==> src/rtl/fft_stage_buffer.sv <==
// N-point sample register bank for the FFT datapath: serial (optionally bit-reversed) fill,
// per-stage butterfly writebacks exposed on a parallel bus, then natural-order serial drain.
module fft_stage_buffer #(
  parameter int N      = 16,
  parameter int W      = 16,
  parameter int BITREV = 1
) (
  input  logic                               clk,
  input  logic                               rst,
  input  logic                               flush,
  input  logic                               in_valid,
  input  logic [W-1:0]                       in_data,
  output logic                               in_ready,
  output logic                               calc_active,
  output logic [$clog2($clog2(N)+1)-1:0]     stage,
  output logic [N*W-1:0]                     data_out,
  input  logic                               wb_valid,
  input  logic [$clog2(N)-1:0]               wb_addr,
  input  logic [W-1:0]                       wb_data,
  input  logic                               stage_done,
  output logic                               out_valid,
  output logic [W-1:0]                       out_data,
  output logic                               out_last,
  input  logic                               out_ready,
  output logic                               err
);

  localparam int LOG2N = $clog2(N);
  localparam int SW    = $clog2(LOG2N + 1);

  typedef enum logic [1:0] {
    S_FILL  = 2'd0,
    S_CALC  = 2'd1,
    S_DRAIN = 2'd2
  } state_t;

  state_t             r_state;
  logic [LOG2N-1:0]   r_cnt;
  logic [SW-1:0]      r_stage;
  logic [W-1:0]       r_bank [N];
  logic               r_err;
  logic [LOG2N-1:0]   w_fill_addr;

  function automatic logic [LOG2N-1:0] f_rev(input logic [LOG2N-1:0] a);
    logic [LOG2N-1:0] r;
    r = '0;
    for (int unsigned b = 0; b < LOG2N; b++) r[b] = a[LOG2N-1-b];
    return r;
  endfunction

  always_comb begin
    w_fill_addr = (BITREV != 0) ? f_rev(r_cnt) : r_cnt;
  end

  always_ff @(posedge clk or posedge rst) begin
    if (rst) begin
      r_state <= S_FILL;
      r_cnt   <= '0;
      r_stage <= '0;
      r_bank  <= '{default: '0};
      r_err   <= 1'b0;
    end else begin
      if ((wb_valid || stage_done) && (r_state != S_CALC)) r_err <= 1'b1;
      // flush overrides every same-cycle write and beat; the bank keeps its contents
      if (flush) begin
        r_state <= S_FILL;
        r_cnt   <= '0;
        r_stage <= '0;
      end else begin
        case (r_state)
          S_FILL: begin
            if (in_valid) begin
              r_bank[w_fill_addr] <= in_data;
              if (r_cnt == LOG2N'(N-1)) begin
                r_cnt   <= '0;
                r_stage <= '0;
                r_state <= S_CALC;
              end else begin
                r_cnt <= r_cnt + LOG2N'(1);
              end
            end
          end
          S_CALC: begin
            if (wb_valid) r_bank[wb_addr] <= wb_data;
            if (stage_done) begin
              if (r_stage == SW'(LOG2N-1)) begin
                r_stage <= '0;
                r_cnt   <= '0;
                r_state <= S_DRAIN;
              end else begin
                r_stage <= r_stage + SW'(1);
              end
            end
          end
          S_DRAIN: begin
            if (out_ready) begin
              if (r_cnt == LOG2N'(N-1)) begin
                r_cnt   <= '0;
                r_state <= S_FILL;
              end else begin
                r_cnt <= r_cnt + LOG2N'(1);
              end
            end
          end
          default: begin
            r_state <= S_FILL;
            r_cnt   <= '0;
            r_stage <= '0;
          end
        endcase
      end
    end
  end

  always_comb begin
    data_out = '0;
    for (int unsigned i = 0; i < N; i++) data_out[i*W +: W] = r_bank[i];
  end

  always_comb begin
    out_data = '0;
    if (r_state == S_DRAIN) out_data = r_bank[r_cnt];
  end

  assign in_ready    = (r_state == S_FILL);
  assign calc_active = (r_state == S_CALC);
  assign out_valid   = (r_state == S_DRAIN);
  assign out_last    = (r_state == S_DRAIN) && (r_cnt == LOG2N'(N-1));
  assign stage       = r_stage;
  assign err         = r_err;

endmodule
==> config.mk <==
export PLATFORM = sky130hd
export DESIGN_NAME = fft_stage_buffer
export DESIGN_NICKNAME = d
export VERILOG_FILES = /design/src/rtl/fft_stage_buffer.sv
export SDC_FILE = /design/constraint.sdc
export NUM_CORES = 1
export LEC_CHECK = 0
export BUFFER_PORTS_ARGS = -buffer_cell sky130_fd_sc_hd__buf_2
export CORE_MARGIN = 5
export CORE_UTILIZATION = 50
export CTS_CLUSTER_SIZE = 28
export DETAILED_ROUTE_END_ITERATION = 6
export PLACE_DENSITY = 0.88
export SYNTH_ARGS = -nofsm -noshare
export SYNTH_HDL_FRONTEND = slang
export SYNTH_SLANG_ARGS = --single-unit
==> constraint.sdc <==
create_clock -name clk -period 9.25 [get_ports clk]
set_clock_uncertainty 0.15 [all_clocks]
set_input_delay 2.3125 -clock clk [delete_from_list [all_inputs] [get_ports clk]]
set_output_delay 2.3125 -clock clk [all_outputs]
set_load 0.02 [all_outputs]
==> results list <==
* Run status: finished clean
* Post-synthesis instance area: 0.0149 mm2
- In this run the number of H-tree levels came out at 1.
* Category of the worst setup path launch point: flip-flop
- Classification of the worst-slack hold path: reg -> reg
* Reg clk slew, reported paths: 0.06 ns
- Top fanout value on the critical path: 65
- The via count of the first global-routing pass was 13200.
* Area taken by multi-input logic gates: 0.00754 mm2
- EDFF count, synth: 0
- Of the cells placed in the final design, the portion with a size suffix greater than 1 is 45.2%.
* FILL cells: 2378
- The longest clock path from root to sink contains 3 buffers.
- Global routing consumed, on the met3 layer, 9.73% of the routing resources.
* Initial Utilization: 50.4%
- In this run switching power makes up 26.3% of total power.
- Number of sinks handled by clock tree synthesis: 266
- Most used standard cells in the synthesized netlist: 288 x sky130_fd_sc_hd__o22ai_1, 266 x sky130_fd_sc_hd__dfrtp_1, 220 x sky130_fd_sc_hd__mux2_2
- Dividing the detail-routed wire length by the instance count gives 28.9 um.
- Gpl congestion: 0.926
* Count of boundary I/O pins: 323
* Fraction of synthesized cell area taken by the top area cell type: 44.8%
- The initialized floorplan defines 63 standard-cell rows.
- For the worst setup path, the data required time is 6.79 ns.
* Combinational share of power: 12.5%
- Port Buffers: 322
- The worst path needs 5.76 ns of the cycle, external delays included.
- In this design, the stage delay of the slowest critical-path cell is 0.82 ns.
* Setup Buffers After CTS: 0
* Average vias per placed instance: 6.98
- Cells fill 59.1% of the core in the end.
- Die boundary width: 182 um
- The worst-case IR drop observed on VDD is 0.123 mV.
* Data arrival, critical path: 3.29 ns
* Post-Syn Instances: 1241
- Number of library cell types mapped by synthesis: 52
- The biggest area contributor in the post-synthesis netlist is sky130_fd_sc_hd__dfrtp_1.
- Walking the worst path, the cells encountered are buf_4, mux2_2, o22ai_1, o31ai_1, buf_2.
- Max_slew headroom: 19.5%
- Die Footprint: 0.0333 mm2
- DPL Wire Length: 38.3 mm
- Final Hold Vio Count: 0
- Slowest CP cell: sky130_fd_sc_hd__dfrtp_4
* Main synth FF type: sky130_fd_sc_hd__dfrtp_1
- Cell chosen for the clock root: sky130_fd_sc_hd__clkbuf_16
- Post-route total power: 2.85 mW
- The share of total power dissipated in sequential elements is 43.5%.
- After detailed routing, the total wire length is 54.3 mm.
- Class of the most critical setup path: reg -> out
- Global-route congestion overflow total: 0
- For this design the static power due to leakage is 8.74 nW.
- Source-to-sink clock delay at the later pin of the worst-skew pair: 0.54 ns
- Pins over their slew limit: 0
- The pre-antenna-repair detailed-routing pass consisted of 6 iterations.
* Core outline area: 0.0295 mm2
* Vias after detailed routing: 13100
- The Yosys step of the flow raised 0 warnings.
- Proportion of power drawn by the clock network: 44.0%
* Initial antenna violation count: 1
* P_sw: 0.751 mW
- In the global route stage, overall resource usage came out at 31.5%.
* Setup repair after global routing missed its margin: no
* Number of hold buffers added after cts: 0
* Number of DRC markers in iteration 0: 1719
- A synthesized cell averages 12.0 um2.
* Setup-violating endpoint count in the final report: 0
- Adding up every negative setup slack in the final design gives 0 ns.
- Die H: 182 um
- Area of all sequential standard cells: 0.00666 mm2
- Largest net degree at the start of global routing: 87
* First-pass GRT wire length: 82.7 mm
- In the final design database the tool counted 1513 nets.
- Across the run, the number of max-cap violations was 0.
- Post-CTS repair changed the size of 0 cells.
- Counting flops with an async set or reset pin after synthesis yields a share of 100%.
- After synthesis, flip-flops and latches occupy 44.8% of the total area.
- Cell with the most instances after synthesis: sky130_fd_sc_hd__o22ai_1
- After synthesis the netlist holds a flip-flop and latch count of 266.
- In the finished design, the share of the clock period the worst path needs comes to 62.2%.
- Actual transition at the worst max-transition pin: 1.20 ns
* Top cells by area, synth: sky130_fd_sc_hd__dfrtp_1 45%, sky130_fd_sc_hd__mux2_2 17%, sky130_fd_sc_hd__o22ai_1 12%, sky130_fd_sc_hd__mux2_1 7.6%, sky130_fd_sc_hd__mux4_2 4.8%
- The global routing stage identified its most utilized layer as met2.
- For this run, global-route usage on met2 was measured as 48.7%.
- In the routed design, unresolved DRC markers number 0.
- Critical Path Sink Type: output port
- Signed area change from the synthesized netlist to the final layout: 17.3%
* Number of nets produced by synthesis: 1289
- DRT antenna net count: 0
- Met1 demand-to-capacity share in global routing: 40.2%
* TritonCTS buffer count: 29
* Power density relative to cell area: 164 mW/mm2
- Internal power comes to 2.10 mW.
- TritonCTS built the clock tree.
* Peak Freq: 174 MHz
==> critical path: cells and delay by family (launching register included) <==
family	cells	cell delay (ns)
compound gates	2	0.50
flops	1	0.82
mux	1	0.32
buf+inv	2	1.05
==> layout make-up <==
type	instances	area share, %
multi-input combinational	831	43.2
sequential	266	38.2
timing repair buffer	331	9.63
clock buffer	43	5.04
tap	390	2.80
clock inverter	11	0.926
inverter	6	0.151
antenna	1	0.0144
==> path summary, 6_finish.rpt <==
check	depth (start not counted)	endpoint	slack (ns)	start
min in group asynchronous	2	data_out[26]	1.59	rst
max in group asynchronous	4	data_out[213]	5.26	rst
min	1	err	0.34	err
min reg2reg	1	err	0.34	err
max reg2reg	6	data_out[90]	5.11	r_cnt[1]
max	5	out_data[13]	3.49	r_cnt[1]
==> registers in the layout, indices dropped and copies added (netlist names) <==
name	count
stage	3
err	1
data_out	256
r_state	2
r_cnt	4
==> placed cells by master (no fill, tap or decap), types with 4 or more instances in the layout <==
cell type,synthesis,final
sky130_fd_sc_hd__buf_2,37,322
sky130_fd_sc_hd__nor2_4,9,9
sky130_fd_sc_hd__mux4_2,32,32
sky130_fd_sc_hd__o31ai_1,16,16
sky130_fd_sc_hd__bufinv_16,0,4
sky130_fd_sc_hd__nand3b_1,8,8
sky130_fd_sc_hd__mux2_2,220,220
sky130_fd_sc_hd__mux2_4,11,11
sky130_fd_sc_hd__mux2_1,101,101
sky130_fd_sc_hd__clkbuf_8,0,10
sky130_fd_sc_hd__dfrtp_1,266,264
sky130_fd_sc_hd__a22oi_1,16,16
sky130_fd_sc_hd__ha_1,5,5
sky130_fd_sc_hd__o22ai_1,288,288
sky130_fd_sc_hd__buf_4,7,9
sky130_fd_sc_hd__nand4b_1,4,4
sky130_fd_sc_hd__clkbuf_1,78,4
sky130_fd_sc_hd__inv_1,5,4
sky130_fd_sc_hd__nor2_1,18,18
sky130_fd_sc_hd__clkinv_2,0,5
sky130_fd_sc_hd__o21ai_0,5,5
sky130_fd_sc_hd__or4b_1,4,4
sky130_fd_sc_hd__nand3_1,4,4
sky130_fd_sc_hd__nand4bb_1,6,6
sky130_fd_sc_hd__o21ai_2,5,5
sky130_fd_sc_hd__nand2_1,38,38
sky130_fd_sc_hd__clkbuf_16,0,29
==> routing by layer <==
| metal | vias to the layer above | wire [um] |
|---|---|---|
| met5 | - | 0 |
| met4 | 0 | 2910 |
| met3 | 202 | 6720 |
| met2 | 1073 | 24900 |
| met1 | 6552 | 19800 |
| li1 | 5297 | - |
==> power groups by stage <==
stage               Combinational (mW)  Clock, mW  Sequential [mW]
floorplan                        0.205          0             1.29
global placement                 0.341          0             1.26
detailed placement               0.349          0             1.26
CTS                              0.351       1.26             1.24
global route                     0.376       1.31             1.24
finish                           0.356       1.26             1.24
==> cells by family after synthesis <==
group,Yosys count,synth area share (%)
compound gates,343,14.8
fa+ha+maj,5,0.421
buf+inv,144,4.56
flops,266,44.8
mux,367,30.5
simple gates,116,4.96
==> metrics by stage <==
step / area (um2) / hold WS, ns / instances / setup WS [ns]
after global placement: 16400 / 0.304 / 1824 / 4.20
after floorplan: 14900 / 0.435 / 1241 / 3.28
after global routing: 17400 / 0.349 / 1879 / 3.36
final: 17400 / 0.336 / 1879 / 3.49
after CTS: 17400 / 0.332 / 1878 / 3.55
after detailed placement: 16400 / 0.315 / 1824 / 4.16
Note: power is estimated with default switching activity, not from simulation.
